===== src/rtl/round_pkg.sv =====
// Shared state encoding and LED pattern helpers for round_countdown_ctrl.
// Helpers work on a fixed 16-bit canvas; callers truncate to their bar width.
package round_pkg;

    localparam int MAX_LED_W = 16;

    typedef enum logic [2:0] {
        ST_IDLE   = 3'd0,
        ST_COUNT  = 3'd1,
        ST_EXPIRE = 3'd2,
        ST_SHOW   = 3'd3,
        ST_DARK   = 3'd4,
        ST_FINISH = 3'd5
    } state_t;

    // result_q encoding: {right_won, tie}; 2'b00 means the left player won
    localparam logic [1:0] RES_LEFT  = 2'b00;
    localparam logic [1:0] RES_TIE   = 2'b01;
    localparam logic [1:0] RES_RIGHT = 2'b10;

    function automatic int side_of(input int lw);
        return (lw - 1) / 2;
    endfunction

    function automatic logic [MAX_LED_W-1:0] thermometer(input logic [4:0] n);
        logic [MAX_LED_W:0] t;
        t = ({{MAX_LED_W{1'b0}}, 1'b1} << n) - 1'b1;
        return t[MAX_LED_W-1:0];
    endfunction

    function automatic logic [MAX_LED_W-1:0] pattern(input int lw, input logic [1:0] res);
        logic [MAX_LED_W-1:0] low_end;
        logic [MAX_LED_W-1:0] high_end;
        logic [MAX_LED_W-1:0] p;
        low_end  = thermometer(5'(side_of(lw)));
        high_end = low_end << (lw - side_of(lw));
        p = high_end;
        if (res[1])
            p = low_end;
        else if (res[0])
            p = low_end | high_end;
        return p;
    endfunction

endpackage


===== src/rtl/rise_pulse.sv =====
// Registered-input rising-edge detector: one-cycle pulse on the first cycle a level is high.
module rise_pulse (
    input  logic clk,
    input  logic rst,
    input  logic level,
    output logic pulse
);

    logic level_q;

    always_ff @(posedge clk or posedge rst) begin
        if (rst)
            level_q <= 1'b0;
        else
            level_q <= level;
    end

    assign pulse = level & ~level_q;

endmodule


===== src/rtl/round_countdown_ctrl.sv =====
// Round controller: thermometer countdown on tick, round-over pulse, then a latched
// winner pattern flashed on tick_fast before handing control back via exit.
module round_countdown_ctrl
    import round_pkg::*;
#(
    parameter int LED_W   = 7,
    parameter int FLASHES = 4
) (
    input  logic             clk,
    input  logic             rst,
    input  logic             start,
    input  logic             abort,
    input  logic             tick,
    input  logic             tick_fast,
    input  logic             result_right,
    input  logic             result_tie,
    output logic [LED_W-1:0] led,
    output logic             round_done,
    output logic             exit,
    output logic             busy
);

    localparam int STEP_W  = $clog2(LED_W + 1);
    localparam int FLASH_W = $clog2(FLASHES + 1);

    state_t             state;
    logic [STEP_W-1:0]  step_cnt;
    logic [FLASH_W-1:0] flash_cnt;
    logic [1:0]         result_q;
    logic               expire_lvl;

    // Abort outranks every enable; each state otherwise listens only to its own enable.
    always_ff @(posedge clk or posedge rst) begin
        if (rst) begin
            state     <= ST_IDLE;
            step_cnt  <= '0;
            flash_cnt <= '0;
            result_q  <= RES_LEFT;
        end else if (abort) begin
            state     <= ST_IDLE;
            step_cnt  <= '0;
            flash_cnt <= '0;
        end else begin
            case (state)
                ST_IDLE: begin
                    if (start) begin
                        state     <= ST_COUNT;
                        step_cnt  <= STEP_W'(LED_W);
                        flash_cnt <= '0;
                    end
                end
                ST_COUNT: begin
                    if (tick) begin
                        step_cnt <= step_cnt - 1'b1;
                        if (step_cnt == STEP_W'(1))
                            state <= ST_EXPIRE;
                    end
                end
                ST_EXPIRE: begin
                    if (tick) begin
                        state    <= ST_SHOW;
                        result_q <= {result_right, result_tie & ~result_right};
                    end
                end
                ST_SHOW: begin
                    if (tick_fast)
                        state <= ST_DARK;
                end
                ST_DARK: begin
                    if (tick_fast) begin
                        if (flash_cnt == FLASH_W'(FLASHES - 1)) begin
                            state <= ST_FINISH;
                        end else begin
                            flash_cnt <= flash_cnt + 1'b1;
                            state     <= ST_SHOW;
                        end
                    end
                end
                ST_FINISH: begin
                    if (tick)
                        state <= ST_IDLE;
                end
                default: begin
                    state     <= ST_IDLE;
                    step_cnt  <= '0;
                    flash_cnt <= '0;
                end
            endcase
        end
    end

    // Moore decode; unknown encodings fall through to a dark bar.
    always_comb begin
        led = '0;
        case (state)
            ST_COUNT: led = LED_W'(thermometer(5'(step_cnt)));
            ST_SHOW:  led = LED_W'(pattern(LED_W, result_q));
            default:  led = '0;
        endcase
    end

    assign exit       = (state == ST_FINISH);
    assign busy       = (state != ST_IDLE);
    assign expire_lvl = (state == ST_EXPIRE);

    rise_pulse u_done_pulse (
        .clk   (clk),
        .rst   (rst),
        .level (expire_lvl),
        .pulse (round_done)
    );

endmodule


===== config.mk =====
export PLATFORM = sky130hd
export DESIGN_NAME = round_countdown_ctrl
export DESIGN_NICKNAME = d
export VERILOG_FILES = /design/src/rtl/round_pkg.sv /design/src/rtl/rise_pulse.sv /design/src/rtl/round_countdown_ctrl.sv
export SDC_FILE = /design/constraint.sdc
export NUM_CORES = 1
export LEC_CHECK = 0
export CELL_PAD_IN_SITES_DETAIL_PLACEMENT = 1
export CELL_PAD_IN_SITES_GLOBAL_PLACEMENT = 1
export CORE_MARGIN = 2
export CORE_UTILIZATION = 30
export DETAILED_ROUTE_END_ITERATION = 7
export PLACE_DENSITY_LB_ADDON = 0.1
export SLEW_MARGIN = 20
export SYNTH_ARGS = -nofsm -noshare
export SYNTH_HDL_FRONTEND = slang
export SYNTH_SLANG_ARGS = --single-unit

===== constraint.sdc =====
create_clock -name clk -period 2.3 [get_ports clk]
set_input_delay 0.46 -clock clk [delete_from_list [all_inputs] [get_ports clk]]
set_output_delay 0.46 -clock clk [all_outputs]
set_load 0.01 [all_outputs]

==> impl_metrics.tcl, run 1 <==
set metrics [dict create \
    cts_root_buf "clkbuf_4" \
    drt-total-wl_mm 3.31 \
    num_vias 1063 \
    post-place-ws_ns -0.170 \
    drtIter0Drc 15 \
    ys_ff_latch 12 \
    design_area_um2 1570 \
    cts_tree "built" \
    end_kind "output pin" \
    nets 182 \
    path_delay_family "buffers and inverters" \
    worstSetupPathDepth 9 \
    rrSetupSlack_ns 0.66 \
    outcome "finished, violations left" \
    cts_made_buffers 3 \
    crit_fanout 3 \
    path_class "reg -> out" \
    areaGrowthSynthToFinish_pct 46.7 \
    crit_end "led[6]" \
    synthTopCellsByArea "dfrtp_1 28%, ha_1 9.4%, nor2_1 4.9%" \
    ys_seq_area_frac 0.281 \
    syn_nets 142 \
    timing.final.max_slew_violations 0 \
    fp.dieW_um 63.6 \
    yosys.area_share.simple 0.264 \
    timing.reg2reg.worst_path_depth 6 \
    worst_setup_path_start_kind "flop" \
    clock_sinks 12 \
    max_slew_margin 0.700 \
    grt_pass1_wl_mm 5.19 \
    critical-path-slowest-cell "dfrtp_1" \
    grt_pass1_vias 1109 \
    numPortBuffers 17 \
    gp_congestion 0.756 \
    cp.required_ns 1.84 \
    max_cap_viol_count 0 \
    final_util 0.462 \
    arrival_ns 1.86 \
    insertedDiodeCount 0 \
    synth-edff-count 0 \
    synth_cells 126 \
    yosysMostFrequentCell "nor2_1" \
    synth_top_area_cell "dfrtp_1" \
    synth.distinct_cells 42 \
    finalWorstSetupSlack_ns -0.0199 \
    p_per_area_nw_per_um2 973 \
    path_cells "buf_6 -> ha_4 -> buf_6 -> buf_6 -> nor2_4 -> nand2_1 -> a31oi_1 -> a21oi_1 -> buf_2" \
    drive_gt1_frac 0.370 \
    max_freq_ghz 0.431 \
    setup-violations-final 1 \
    avgSynthCellArea_um2 8.47 \
    fin_crit_ns 2.32 \
    reg2reg_from "flash_cnt[0]$_DFFE_PP0P_" \
    io_pins 18 \
    yosys_warnings 0 \
    r2r_end "flash_cnt[2]$_DFFE_PP0P_" \
    synth_mux_area_frac 0.0703 \
    skew_ns 0.00380 \
    grt_usage 0.160 \
    core_um2 3390 \
    cpPeakStageDelay_ns 0.41 \
    ant_nets 0 \
    path_buf_inv 4 \
    dpl.cell_count 198 \
    total_leakage_power_nw 0.711 \
    yosys.area.top_type_share 0.281 \
    timing.final.crit_share 1.01 \
    peakVddDrop_uv 392 \
    overflow 0 \
    start_util 0.315 \
    firstDrtPassIters 2 \
    syn_area_um2 1070 \
    hp-class "in -> async" \
    viasPerCell 5.04 \
    drc 0 \
    violations "setup timing" \
    cp_common_cell "buf_6" \
    dieHeight_um 63.6 \
    rsz0062_at_grt "yes" \
    yosys.area_share.adder 0.0938 \
    crit_start "step_cnt[0]$_DFFE_PP0P_" \
    async_reset_ff_frac 1.00 \
    synthTopCellsByCount "14 x nor2_1, 12 x dfrtp_1, 10 x nand2_1" \
    wl_per_cell_um 15.7 \
    hold_violations 0 \
    post-dp-hpwl_mm 2.32 \
    clkLatencyLatePin_ns 0.27 \
    fin_cells 211 \
    h-tree-depth 1 \
    placed_area_um2 1370 \
    row_count 21 \
    antenna_found_initial 0 \
    worstMarginPinSlew_ns 0.437 \
    grt_max_degree 19 \
    synth_compound_area_frac 0.195 \
    dieArea_um2 4050 \
    clk_pin_slew_ns 0.08 \
    synth_top_family_by_area "simple AND/OR/NAND/NOR gates" \
    synthFlopType "dfrtp_1" \
    cts.path.max_buffers 2 \
    synth-xor-area-share 0.0246 \
    tns_ns -0.0199 \
]
## where the power goes
| part | internal [W] | switching [W] | leakage (nW) |
|---|---|---|---|
| combinational | 0.000535 | 0.000529 | 0.530 |
| clock | 0.0000961 | 0.0000712 | 0.0210 |
| sequential | 0.000255 | 0.0000383 | 0.160 |
| total | 0.000886 | 0.000638 | 0.711 |
## state kept, by name, summed over array words and instances, names as in the netlist
register              flops
u_done_pulse.level_q      1
state                     3
result_q                  2
flash_cnt                 3
step_cnt                  3
## what timing repair did
item	in CTS	in global routing
buffers inserted	3	6
resized for setup	25	22
endpoints found under the setup margin	10	9
gates cloned	0	0
hold buffers	0	0
pin swaps	0	11
## worst min-delay path by stage
stage	end	slack, ns	depth (start not counted)
final	flash_cnt[1]$_DFFE_PP0P_	0.50	2
after global routing	flash_cnt[1]$_DFFE_PP0P_	0.53	1
after CTS	result_q[0]$_DFFE_PP0P_	0.51	1
after detailed placement	result_q[0]$_DFFE_PP0P_	0.50	1
after global placement	flash_cnt[1]$_DFFE_PP0P_	0.48	1
after floorplan	flash_cnt[0]$_DFFE_PP0P_	0.32	1
## final cells by class
| class | instances | area [um2] |
|---|---|---|
| timing repair buffer | 43 | 353 |
| fill | 390 | 1820 |
| clock buffer | 4 | 36.3 |
| inverter | 7 | 26.3 |
| multi-input combinational | 99 | 791 |
| sequential | 12 | 302 |
| tap | 46 | 57.6 |
## cell usage in the layout, fill, tap and decap left out, types with 4 or more instances in the layout
master	synthesis	final
nor2b_1	5	4
buf_4	0	23
clkdlybuf4s50_1	0	10
nor3_1	5	4
a31oi_1	4	4
nor2_1	14	12
a21oi_1	5	4
inv_1	7	5
dfrtp_1	12	11
nand2_1	10	10
## metrics by stage
step / hold slack (ns) / total power (W)
finish: 0.498 / 0.00152
global route: 0.531 / 0.00165
detailed placement: 0.496 / 0.00115
CTS: 0.514 / 0.00137
global placement: 0.484 / 0.00113
floorplan: 0.325 / 0.000813
## logic make-up (layout without fill, tap and decap cells)
family,after synthesis,count (layout)
mux,7,7
buf+inv,15,54
simple gates,53,53
xor+xnor,3,3
flops,12,12
fa+ha+maj,8,8
compound gates,28,28
## routing by layer
metal  vias to the layer above  wire [um]  GRT usage
met3                         0         58     0.0196
met5                         -          0          0
li1                        524          -          -
met4                         0          0     0.0326
met1                       528       1580      0.220
met2                        11       1670      0.267
## worst reg2reg max path: cells and delay by family, from the launching register on
family | cells | cell delay (ns)
DFF | 1 | 0.41
AOI/OAI and AO/OA | 1 | 0.09
and+or+nand+nor | 2 | 0.31
adders and majority gates | 2 | 0.39
muxes | 1 | 0.33
No activity file was read; power rests on OpenSTA's default activity.
==> run 2: changes to the inputs <==
--- a/config.mk
+++ b/config.mk
@@ -10,7 +10,7 @@
 export CORE_MARGIN = 2
 export CORE_UTILIZATION = 30
 export DETAILED_ROUTE_END_ITERATION = 7
-export PLACE_DENSITY_LB_ADDON = 0.1
+export PLACE_DENSITY_LB_ADDON = 0.25
 export SLEW_MARGIN = 20
 export SYNTH_ARGS = -nofsm -noshare
 export SYNTH_HDL_FRONTEND = slang
==> run 2 against run 1 <==
Against the previous run: the run now ends clean; design area down 1.5%; first-iteration DRC count up 120%; register-to-register slack worse by 0.04 ns; total power down 1.9%; hold slack worse by 0.0049 ns; sequential power about the same; die area unchanged; combinational power about the same; via count up 0.85%; clock skew about the same; worst setup slack better by 0.070 ns; critical path depth down 1; largest cell class unchanged; largest power group unchanged.
==> impl_metrics.tcl, run 2 (synthesis gave the netlist of run 1 again) <==
set metrics [dict create \
    fp.dieW_um 63.6 \
    cts_tree "built" \
    cts_root_buf "clkbuf_4" \
    row_count 21 \
    start_util 0.315 \
    core_um2 3390 \
    total_leakage_power_nw 0.684 \
    fin_cells 208 \
    firstDrtPassIters 4 \
    rsz0062_at_grt "yes" \
    skew_ns 0.00420 \
    areaGrowthSynthToFinish_pct 44.4 \
    max_slew_margin 0.690 \
    arrival_ns 1.79 \
    wl_met1_mm 1.39 \
    nets 179 \
    clock_sinks 12 \
    insertedDiodeCount 0 \
    grt_usage 0.167 \
    drive_gt1_frac 0.346 \
    drt-total-wl_mm 3.27 \
    p_per_area_nw_per_um2 969 \
    grt_pass1_vias 1153 \
    timing.reg2reg.worst_path_depth 6 \
    rrSetupSlack_ns 0.62 \
    total_power_w 0.00149 \
    overflow 0 \
    drtIter0Drc 33 \
    max_freq_ghz 0.444 \
    cts.path.max_buffers 2 \
    io_pins 18 \
    outcome "completed" \
    peakVddDrop_uv 466 \
    timing.final.crit_share 0.978 \
    viasPerCell 5.15 \
    post-dp-hpwl_mm 2.43 \
    reg.largest.list "flash_cnt: 3 flops, state: 3 flops, step_cnt: 3 flops" \
    critical-path-slowest-cell "dfrtp_1" \
    wl_met3_um 60 \
    worst_setup_path_start_kind "flop" \
    grt_pass1_wl_mm 5.40 \
    timing.final.max_slew_violations 0 \
    reg2reg_from "flash_cnt[0]$_DFFE_PP0P_" \
    clk_pin_slew_ns 0.08 \
    route.top_layer_used "met4" \
    dieHeight_um 63.6 \
    clkLatencyLatePin_ns 0.27 \
    grt_max_degree 19 \
    gp_congestion 0.742 \
    num_vias 1072 \
    cpPeakStageDelay_ns 0.43 \
    setup-violations-final 0 \
    numPortBuffers 17 \
    antenna_found_initial 0 \
    h-tree-depth 1 \
    layout_common_cells "22 x buf_4, 12 x nor2_1, 11 x dfrtp_1" \
    cts_made_buffers 3 \
    hold_violations 0 \
    hp-class "in -> async" \
    path_class "reg -> out" \
    fin_crit_ns 2.25 \
    dr_wl_met2_mm 1.80 \
    dieArea_um2 4050 \
    worstMarginPinSlew_ns 0.453 \
    dpl.cell_count 200 \
    holdBufCountCts 0 \
    end_kind "output pin" \
    filler_cell_count 401 \
    crit_fanout 3 \
    cp.required_ns 1.84 \
    drc 0 \
    r2r_end "flash_cnt[2]$_DFFE_PP0P_" \
    layout_commonest_cell "buf_4" \
    wl_per_cell_um 15.7 \
    path_cells "inv_2 -> buf_6 -> ha_4 -> nor3_4 -> xor2_1 -> nor2_1 -> nor3_1 -> buf_2" \
    max_cap_viol_count 0 \
    ant_nets 0 \
]
## run 2: power by group
group          internal [W]  switching [W]
clock             0.0000961      0.0000717
sequential         0.000255      0.0000396
combinational      0.000508       0.000525
total              0.000859       0.000636
## run 2: layout make-up
type,count,area [um2],area share
multi-input combinational,99,801,0.519
timing repair buffer,40,319,0.207
sequential,12,302,0.196
tap,46,57.6,0.0373
clock buffer,4,36.3,0.0235
inverter,7,26.3,0.0170
## run 2: repair_timing
action,4_1_cts,5_1_grt
buffers inserted,0,4
setup endpoints to repair,9,7
gates resized for setup,24,21
pin swaps,1,7
## run 2: critical path, delay by kind of cell, from the launching register on
family,cells,cell delay (ns)
flip-flops,1,0.43
AND/OR/NAND/NOR,3,0.38
adder cells (fa/ha/maj),1,0.16
buffers and inverters,3,0.37
XOR/XNOR,1,0.18
## run 2: metrics by stage
step	util	worst slack, ns	hold WS [ns]	setup TNS (ns)	instance area, um2
final	0.455	0.0500	0.493	0	1540
after global routing	0.455	-0.0944	0.531	-0.0992	1540
after CTS	0.432	-0.127	0.510	-0.221	1460
after detailed placement	0.409	-0.142	0.506	-0.419	1390
after global placement	0.409	-0.0505	0.476	-0.140	1390
after floorplan	-	0.279	0.325	0	1070
## run 2: per-layer routing
metal,vias to the layer above,GRT usage
met5,-,0
met2,12,0.320
met1,537,0.194
li1,521,-
met4,0,0.0408
met3,2,0.0214
## run 2: worst max-delay path by stage
stage | cells past startpoint | end | start
2_1_floorplan | 7 | led[4] | step_cnt[0]$_DFFE_PP0P_
3_3_place_gp | 8 | led[4] | step_cnt[0]$_DFFE_PP0P_
3_5_place_dp | 8 | led[4] | step_cnt[1]$_DFFE_PP0P_
4_1_cts | 8 | led[4] | step_cnt[0]$_DFFE_PP0P_
5_1_grt | 8 | led[3] | step_cnt[0]$_DFFE_PP0P_
6_report | 8 | led[3] | step_cnt[0]$_DFFE_PP0P_
